### src/rtl/work_shift_ctrl.sv
// Buffers one job of TOTAL_WORDS source words, then streams them to the hashing
// core in two phases that stay in lockstep with an external shift timer.
module work_shift_ctrl #(
  parameter int DATA_W      = 32,
  parameter int MID_WORDS   = 8,
  parameter int TOTAL_WORDS = 24
) (
  input  logic              clk,
  input  logic              rst,
  input  logic              start,
  input  logic              in_valid,
  output logic              in_ready,
  input  logic [DATA_W-1:0] in_data,
  input  logic              midstate_shifts_done,
  input  logic              remaining_shifts_done,
  output logic [2:0]        controller_state,
  output logic              shift_valid,
  output logic [DATA_W-1:0] shift_data,
  output logic              shift_last,
  output logic              hash_start,
  output logic              busy,
  output logic              proto_err
);

  localparam logic [2:0] S_IDLE      = 3'b000;
  localparam logic [2:0] S_MIDSTATE  = 3'b001;
  localparam logic [2:0] S_REMAINING = 3'b010;
  localparam logic [2:0] S_HASH      = 3'b011;
  localparam logic [2:0] S_LOAD      = 3'b100;

  localparam int IDX_W  = $clog2(TOTAL_WORDS) + 1;
  localparam int ADDR_W = $clog2(TOTAL_WORDS);

  localparam logic [IDX_W-1:0] MID_IDX   = IDX_W'(MID_WORDS);
  localparam logic [IDX_W-1:0] TOTAL_IDX = IDX_W'(TOTAL_WORDS);
  localparam logic [IDX_W-1:0] LAST_IDX  = IDX_W'(TOTAL_WORDS - 1);

  logic [2:0]        state;
  logic [2:0]        state_n;
  logic [IDX_W-1:0]  idx;
  logic [IDX_W-1:0]  idx_n;
  logic [DATA_W-1:0] buffer [TOTAL_WORDS];
  logic [DATA_W-1:0] rd_word;
  logic              xfer;
  logic              wr_en;
  logic              shift_valid_n;
  logic [DATA_W-1:0] shift_data_n;
  logic              shift_last_n;
  logic              proto_err_n;

  assign controller_state = state;

  // Source handshake: a word moves on any rising edge where in_valid and
  // in_ready are both high; in_ready is high exactly while in LOAD.
  assign xfer = in_valid && in_ready;

  // Out-of-range index reads as zero so the buffer is never addressed past its end.
  assign rd_word = (idx < TOTAL_IDX) ? buffer[idx[ADDR_W-1:0]] : '0;

  always_comb begin
    state_n       = state;
    idx_n         = idx;
    wr_en         = 1'b0;
    shift_valid_n = 1'b0;
    shift_data_n  = '0;
    shift_last_n  = 1'b0;
    proto_err_n   = proto_err;
    case (state)
      S_IDLE: begin
        if (start) begin
          state_n     = S_LOAD;
          idx_n       = '0;
          proto_err_n = 1'b0;
        end
      end
      S_LOAD: begin
        if (xfer) begin
          wr_en = 1'b1;
          if (idx == LAST_IDX) begin
            state_n = S_MIDSTATE;
            idx_n   = '0;
          end else begin
            idx_n = idx + 1'b1;
          end
        end
      end
      S_MIDSTATE: begin
        // The timer flag and the boundary index must agree in both directions.
        if (midstate_shifts_done != (idx == MID_IDX)) begin
          proto_err_n = 1'b1;
          state_n     = S_IDLE;
          idx_n       = '0;
        end else begin
          shift_valid_n = 1'b1;
          shift_data_n  = rd_word;
          idx_n         = idx + 1'b1;
          if (idx == MID_IDX) begin
            state_n = S_REMAINING;
          end
        end
      end
      S_REMAINING: begin
        if (idx == TOTAL_IDX) begin
          idx_n = '0;
          if (remaining_shifts_done) begin
            state_n = S_HASH;
          end else begin
            proto_err_n = 1'b1;
            state_n     = S_IDLE;
          end
        end else if (remaining_shifts_done) begin
          proto_err_n = 1'b1;
          state_n     = S_IDLE;
          idx_n       = '0;
        end else begin
          shift_valid_n = 1'b1;
          shift_data_n  = rd_word;
          shift_last_n  = (idx == LAST_IDX);
          idx_n         = idx + 1'b1;
        end
      end
      S_HASH: begin
        state_n = S_IDLE;
        idx_n   = '0;
      end
      default: begin
        state_n = S_IDLE;
        idx_n   = '0;
      end
    endcase
  end

  always_ff @(posedge clk) begin
    if (rst) begin
      state       <= S_IDLE;
      idx         <= '0;
      in_ready    <= 1'b0;
      shift_valid <= 1'b0;
      shift_data  <= '0;
      shift_last  <= 1'b0;
      hash_start  <= 1'b0;
      busy        <= 1'b0;
      proto_err   <= 1'b0;
    end else begin
      state       <= state_n;
      idx         <= idx_n;
      in_ready    <= (state_n == S_LOAD);
      shift_valid <= shift_valid_n;
      shift_data  <= shift_data_n;
      shift_last  <= shift_last_n;
      hash_start  <= (state_n == S_HASH);
      busy        <= (state_n != S_IDLE);
      proto_err   <= proto_err_n;
    end
  end

  // Buffer contents survive reset; a new job simply overwrites them.
  always_ff @(posedge clk) begin
    if (!rst && wr_en) begin
      buffer[idx[ADDR_W-1:0]] <= in_data;
    end
  end

endmodule

### config.mk
export PLATFORM = sky130hd
export DESIGN_NAME = work_shift_ctrl
export DESIGN_NICKNAME = d
export VERILOG_FILES = /design/src/rtl/work_shift_ctrl.sv
export SDC_FILE = /design/constraint.sdc
export NUM_CORES = 1
export LEC_CHECK = 0
export CORE_ASPECT_RATIO = 1.4
export CORE_MARGIN = 2
export CORE_UTILIZATION = 55
export CTS_CLUSTER_DIAMETER = 150
export DETAILED_ROUTE_END_ITERATION = 8
export GPL_ROUTABILITY_DRIVEN = 0
export MAX_ROUTING_LAYER = met4
export PLACE_DENSITY = 0.75
export SETUP_SLACK_MARGIN = 0.02
export SYNTH_ARGS = -nofsm -noshare
export SYNTH_HDL_FRONTEND = slang
export SYNTH_SLANG_ARGS = --single-unit
### constraint.sdc
create_clock -name clk -period 2.95 [get_ports clk]
set_input_delay 0.295 -clock clk [delete_from_list [all_inputs] [get_ports clk]]
set_output_delay 0.295 -clock clk [all_outputs]
set_load 0.005 [all_outputs]
* Yosys cells after proc, flatten, opt, wreduce, memory -nomap -nowiden *
Memory sizes are Yosys's and may differ from the RTL's. A register that Yosys moved wholly into a read port is not among the register bits.
Index checks and enable logic that the tools add are counted.

storage, ports and cells
  bits in registers = 47
  RAM bits = 768
  input bits = 38
  memories kept = 1

memories
  name    words  width  read ports  clocked after Yosys merged registers in  wr ports  RTL line  text
  buffer  24     32     1           1                                        1         42        logic [DATA_W-1:0] buffer [TOTAL_WORDS];

cells by class
  equal/unequal tests = 14
  bitwise logic cells = 1
  muxes and demuxes = 37
  order comparisons = 1
  add/subtract/negate cells = 1
  reductions and logical operators = 9

operator list
  cell                                                        number
  two-way mux 32 bit                                          4
  one-hot mux 32 bit (2 select lines)                         1
  two-way mux 6 bit                                           6
  one-hot mux 6 bit (4 select lines)                          1
  two-way mux 3 bit                                           7
  equality test 6 x 5 -> 1 bit, second input constant         2
  two-way mux 1 bit                                           12
  one-hot mux 3 bit (4 select lines)                          1
  two-way mux 5 bit                                           2
  adder 6 x 1 -> 6 bit, second input constant                 1
  equality test 3 x 2 -> 1 bit, second input constant         2
  equality test 3 bit, second input constant                  2
  equality test 6 x 4 -> 1 bit, second input constant         1
  less-than comparator 6 x 5 -> 1 bit, second input constant  1
  inequality test 2 bit, second input constant                3
  inequality test 3 bit, second input constant                2
  nonzero test 3 bit                                          2
  AND reduction 5 bit                                         1
  OR reduction 4 bit                                          1
  equality test 3 x 1 -> 1 bit, second input constant         1
  logical NOT 3 bit                                           1
  one-hot mux 1 bit (3 select lines)                          1
  logical AND 1 bit                                           2
  two-way mux 2 bit                                           1
  other kinds (5)                                             5

* Logic depth before layout (Yosys ltp) *
  depth in word-level cells = 6
  gate-level depth with buffers = 9

* Least setup slack after synthesis *
OpenSTA, ideal clock, no wires.

  path kind = register to register
  start = reg state[1], in the netlist controller_state[1]
  end = mem buffer[12][0], enable pin
  arrival = 2.497 ns
  required time = 2.529 ns
  cell stages (with the launch flop) = 7
  path buffers = 1
  setup time = 0.421 ns
  path slack = 0.031 ns
  cell sequence = dfxtp_1 > buf_2 > nor2_1 > nand4_1 > nor2_1 > nand2_1 > nor2_1

between the ends
  longest elaborated chain between the ends = 5

ends and longest elaborated chain
  element                                  RTL line  text
  from (decl)                              38        logic [2:0] state;
  from (signal assigned)                   145       state <= state_n;
  equality test 3 bit                      68        case (state)
  two-way mux 1 bit                        68
  logical AND 1 bit                        159       if (!rst && wr_en) begin
  two-way mux 1 bit                        159
  two-way mux 1 bit (not written as such)  160       buffer[idx[ADDR_W-1:0]] <= in_data;
  to (decl)                                42

Every way passes these cells.

* Worst setup path in the final report *
  start = reg state[0], in the netlist controller_state[0]
  end = mem buffer[5][13], enable pin

The elaborated chain is that of the path after synthesis.

==> flow_summary.json <==
{
  "rows": 103,
  "startpoint_type": "register",
  "synthTopCellsByArea": "edfxtp_1, mux2i_1, mux4_2, dfxtp_1, mux2_2",
  "place_area_um2": 33700,
  "fmax_ghz": 0.405,
  "critical_path_arrival_ns": 2.75,
  "r2r-start": "controller_state[0]",
  "cts_buffers": 73,
  "cap_violations": 0,
  "cts_buffer_depth": 3,
  "synthArstFlopShare_pct": 0,
  "cp-startpoint": "controller_state[0]",
  "synth_most_common_cell": "edfxtp_1",
  "fin_setup_tns_ns": 0,
  "synth_edf_count": 768,
  "cts_setup_buffers": 0,
  "insertion_delay_ns": 0.64,
  "htreeDepth": 3,
  "cts_tree": "built",
  "first_pass_iters": 5,
  "synth_ff_type": "edfxtp_1",
  "grt.overflow.total": 0,
  "rsz0062_at_grt": "no",
  "critical_path_peak_fanout": 20,
  "period_minus_slack_ns": 2.47,
  "critical_path.endpoint_type": "register",
  "wl_per_cell_um": 28.1,
  "dieArea_um2": 58900,
  "clkTransAtPathRegs_ns": 0.07,
  "synth.ff_latch_count": 820,
  "area.growth.synth_to_final_pct": 15.5,
  "syn_area_um2": 31300,
  "start_util_pct": 55.6,
  "holdBufCountCts": 0,
  "leakage_nw": 11.0,
  "synth.distinct_cells": 50,
  "fin_crit_sh_pct": 83.7,
  "grt_pass1_wl_um": 106000,
  "numPortBuffers": 78,
  "worst_slack_ns": 0.480,
  "finish.instance_area_um2": 36200,
  "syn_area_per_cell_um2": 19.1,
  "dp_slack_ns": 0.308,
  "fin_nets": 1809,
  "yosys_warnings": 0,
  "synth_nets": 1682,
  "final_antenna_net_count": 0,
  "drive_gt1_share_pct": 19.2,
  "hold_viol_final": 0,
  "postCtsResizedCells": 0,
  "synth-seq-area-share_pct": 77.0,
  "grt_max_degree": 54,
  "drc": 0,
  "worst_pin_slew_ns": 1.14,
  "cts_root_buffer": "clkbuf_16",
  "ios": 79,
  "dpl.hpwl_um": 41600,
  "dr_total_vias": 16100,
  "initialDrtViolationCount": 1498,
  "die_w_um": 206,
  "synth_top_area_share_pct": 73.7,
  "r2r_setup_slack_ns": 0.48,
  "relSlewSlack_pct": 23.5,
  "crit_path_end": "buffer[5][13]",
  "finalPower_mw": 23.3,
  "hold_class": "input port to register",
  "routed_wirelength_um": 71800,
  "grt_pass1_vias": 16700,
  "cts_sinks": 820,
  "finalSetupViolCount": 0,
  "power_density_nw_per_um2": 643,
  "via_per_inst": 6.31,
  "synthCells": 1639,
  "crit_type": "register to register",
  "core_um2": 56300,
  "maxSlewViolCount": 0,
  "grt_use_total_pct": 25.7,
  "max-vdd-ir-drop_uv": 433,
  "fillCellCount": 3641,
  "synthTopCellsByCount": "edfxtp_1, mux2i_1, mux4_2, a21oi_1",
  "die_y_um": 286,
  "r2r_cells": 6,
  "grt_antenna_before_repair": 1,
  "finalClockSkew_ns": 0.0208,
  "status": "complete, no violations",
  "cp.required_ns": 3.23,
  "r2r-end": "buffer[5][13]",
  "yosysTopAreaCell": "edfxtp_1"
}
## flip-flops by register name, indices dropped and copies added (netlist names), named ones only
signal and flops:
buffer 768, idx 6, shift_valid 1, proto_err 1, in_ready 1, shift_data 32, busy 1, controller_state 3
hash_start 1, shift_last 1
## layout make-up
| class | instances | area, um^2 | area share [%] |
|---|---|---|---|
| multi-input cells | 722 | 7010 | 19.4 |
| inverters | 2 | 7.51 | 0.0208 |
| well taps | 735 | 920 | 2.54 |
| clock buffers | 92 | 1980 | 5.47 |
| diodes | 2 | 5.00 | 0.0138 |
| flip-flops and latches | 820 | 24100 | 66.7 |
| clock inverters | 39 | 459 | 1.27 |
| repair buffers | 147 | 1660 | 4.60 |
## metrics by stage
step	utilization, %	hold WS (ns)	cells
4_1_cts	64.2	0.357	2557
5_1_grt	64.2	0.446	2558
2_1_floorplan	-	0.394	1639
6_report	64.2	0.377	2559
3_3_place_gp	59.9	0.471	2426
3_5_place_dp	59.9	0.478	2426
## critical path, cell delays in order, from the launching register on
cell     delay [ns]
dfxtp_1        0.42
nor2_1         0.25
nand4_1        0.15
nor2_1         0.27
nand2_1        0.39
nor2_4         0.21
buf_4          0.40
## metal layers
| layer | global-route usage, % | routed length [um] | vias up |
|---|---|---|---|
| li1 | - | - | 6886 |
| met1 | 32.3 | 26800 | 8296 |
| met2 | 42.8 | 37500 | 819 |
| met3 | 3.96 | 5530 | 142 |
| met4 | 8.83 | 1960 | 0 |
| met5 | - | 0 | - |
## layout by cell type (no fill, tap or decap), types with 3 or more instances in the layout
master           count
nor2_1              16
nand2_1             42
mux2_2              62
mux4_2              68
nor2b_4              3
clkbuf_1            12
xor2_1               5
a21oi_1             64
nand3b_1             3
a22oi_1             62
inv_6                3
nand2b_1             6
clkinv_8             3
clkinv_1            14
clkdlybuf4s50_1     78
buf_4               40
edfxtp_1           768
and3_2               3
ha_1                 5
clkbuf_8             6
clkinv_2             6
and3_1              29
nand3_1              5
a221o_1             31
nor3b_1              3
nand4_1              5
dfxtp_1             47
mux2i_1            218
clkbuf_16           74
o22ai_1             32
bufinv_16            9
buf_12              29
dfxtp_4              3
clkinvlp_4           3
nor2_4              27
## logic make-up after synthesis
group | count (synthesis) | share of synthesized area [%]
flops | 820 | 77.0
compound gates | 203 | 4.55
buf+inv | 97 | 1.35
mux | 348 | 14.1
simple gates | 158 | 2.58
xor+xnor | 7 | 0.196
fa+ha+maj | 6 | 0.232
## how the worst min path moves through the flow
| stage | from | to | cells after the start |
|---|---|---|---|
| finish | start | controller_state[2] | 3 |
| global route | start | controller_state[2] | 3 |
| detailed placement | proto_err | proto_err | 2 |
| CTS | start | controller_state[2] | 3 |
| global placement | proto_err | proto_err | 2 |
| floorplan | in_data[0] | buffer[0][0] | 0 |
## power breakdown
group / switching (mW) / leakage (nW) / internal (mW) / total, mW
clock: 4.10 / 1.18 / 5.57 / 9.67
combinational: 0.498 / 2.54 / 0.332 / 0.829
sequential: 0.0384 / 7.32 / 12.7 / 12.8
No activity file was read; power rests on OpenSTA's default activity.
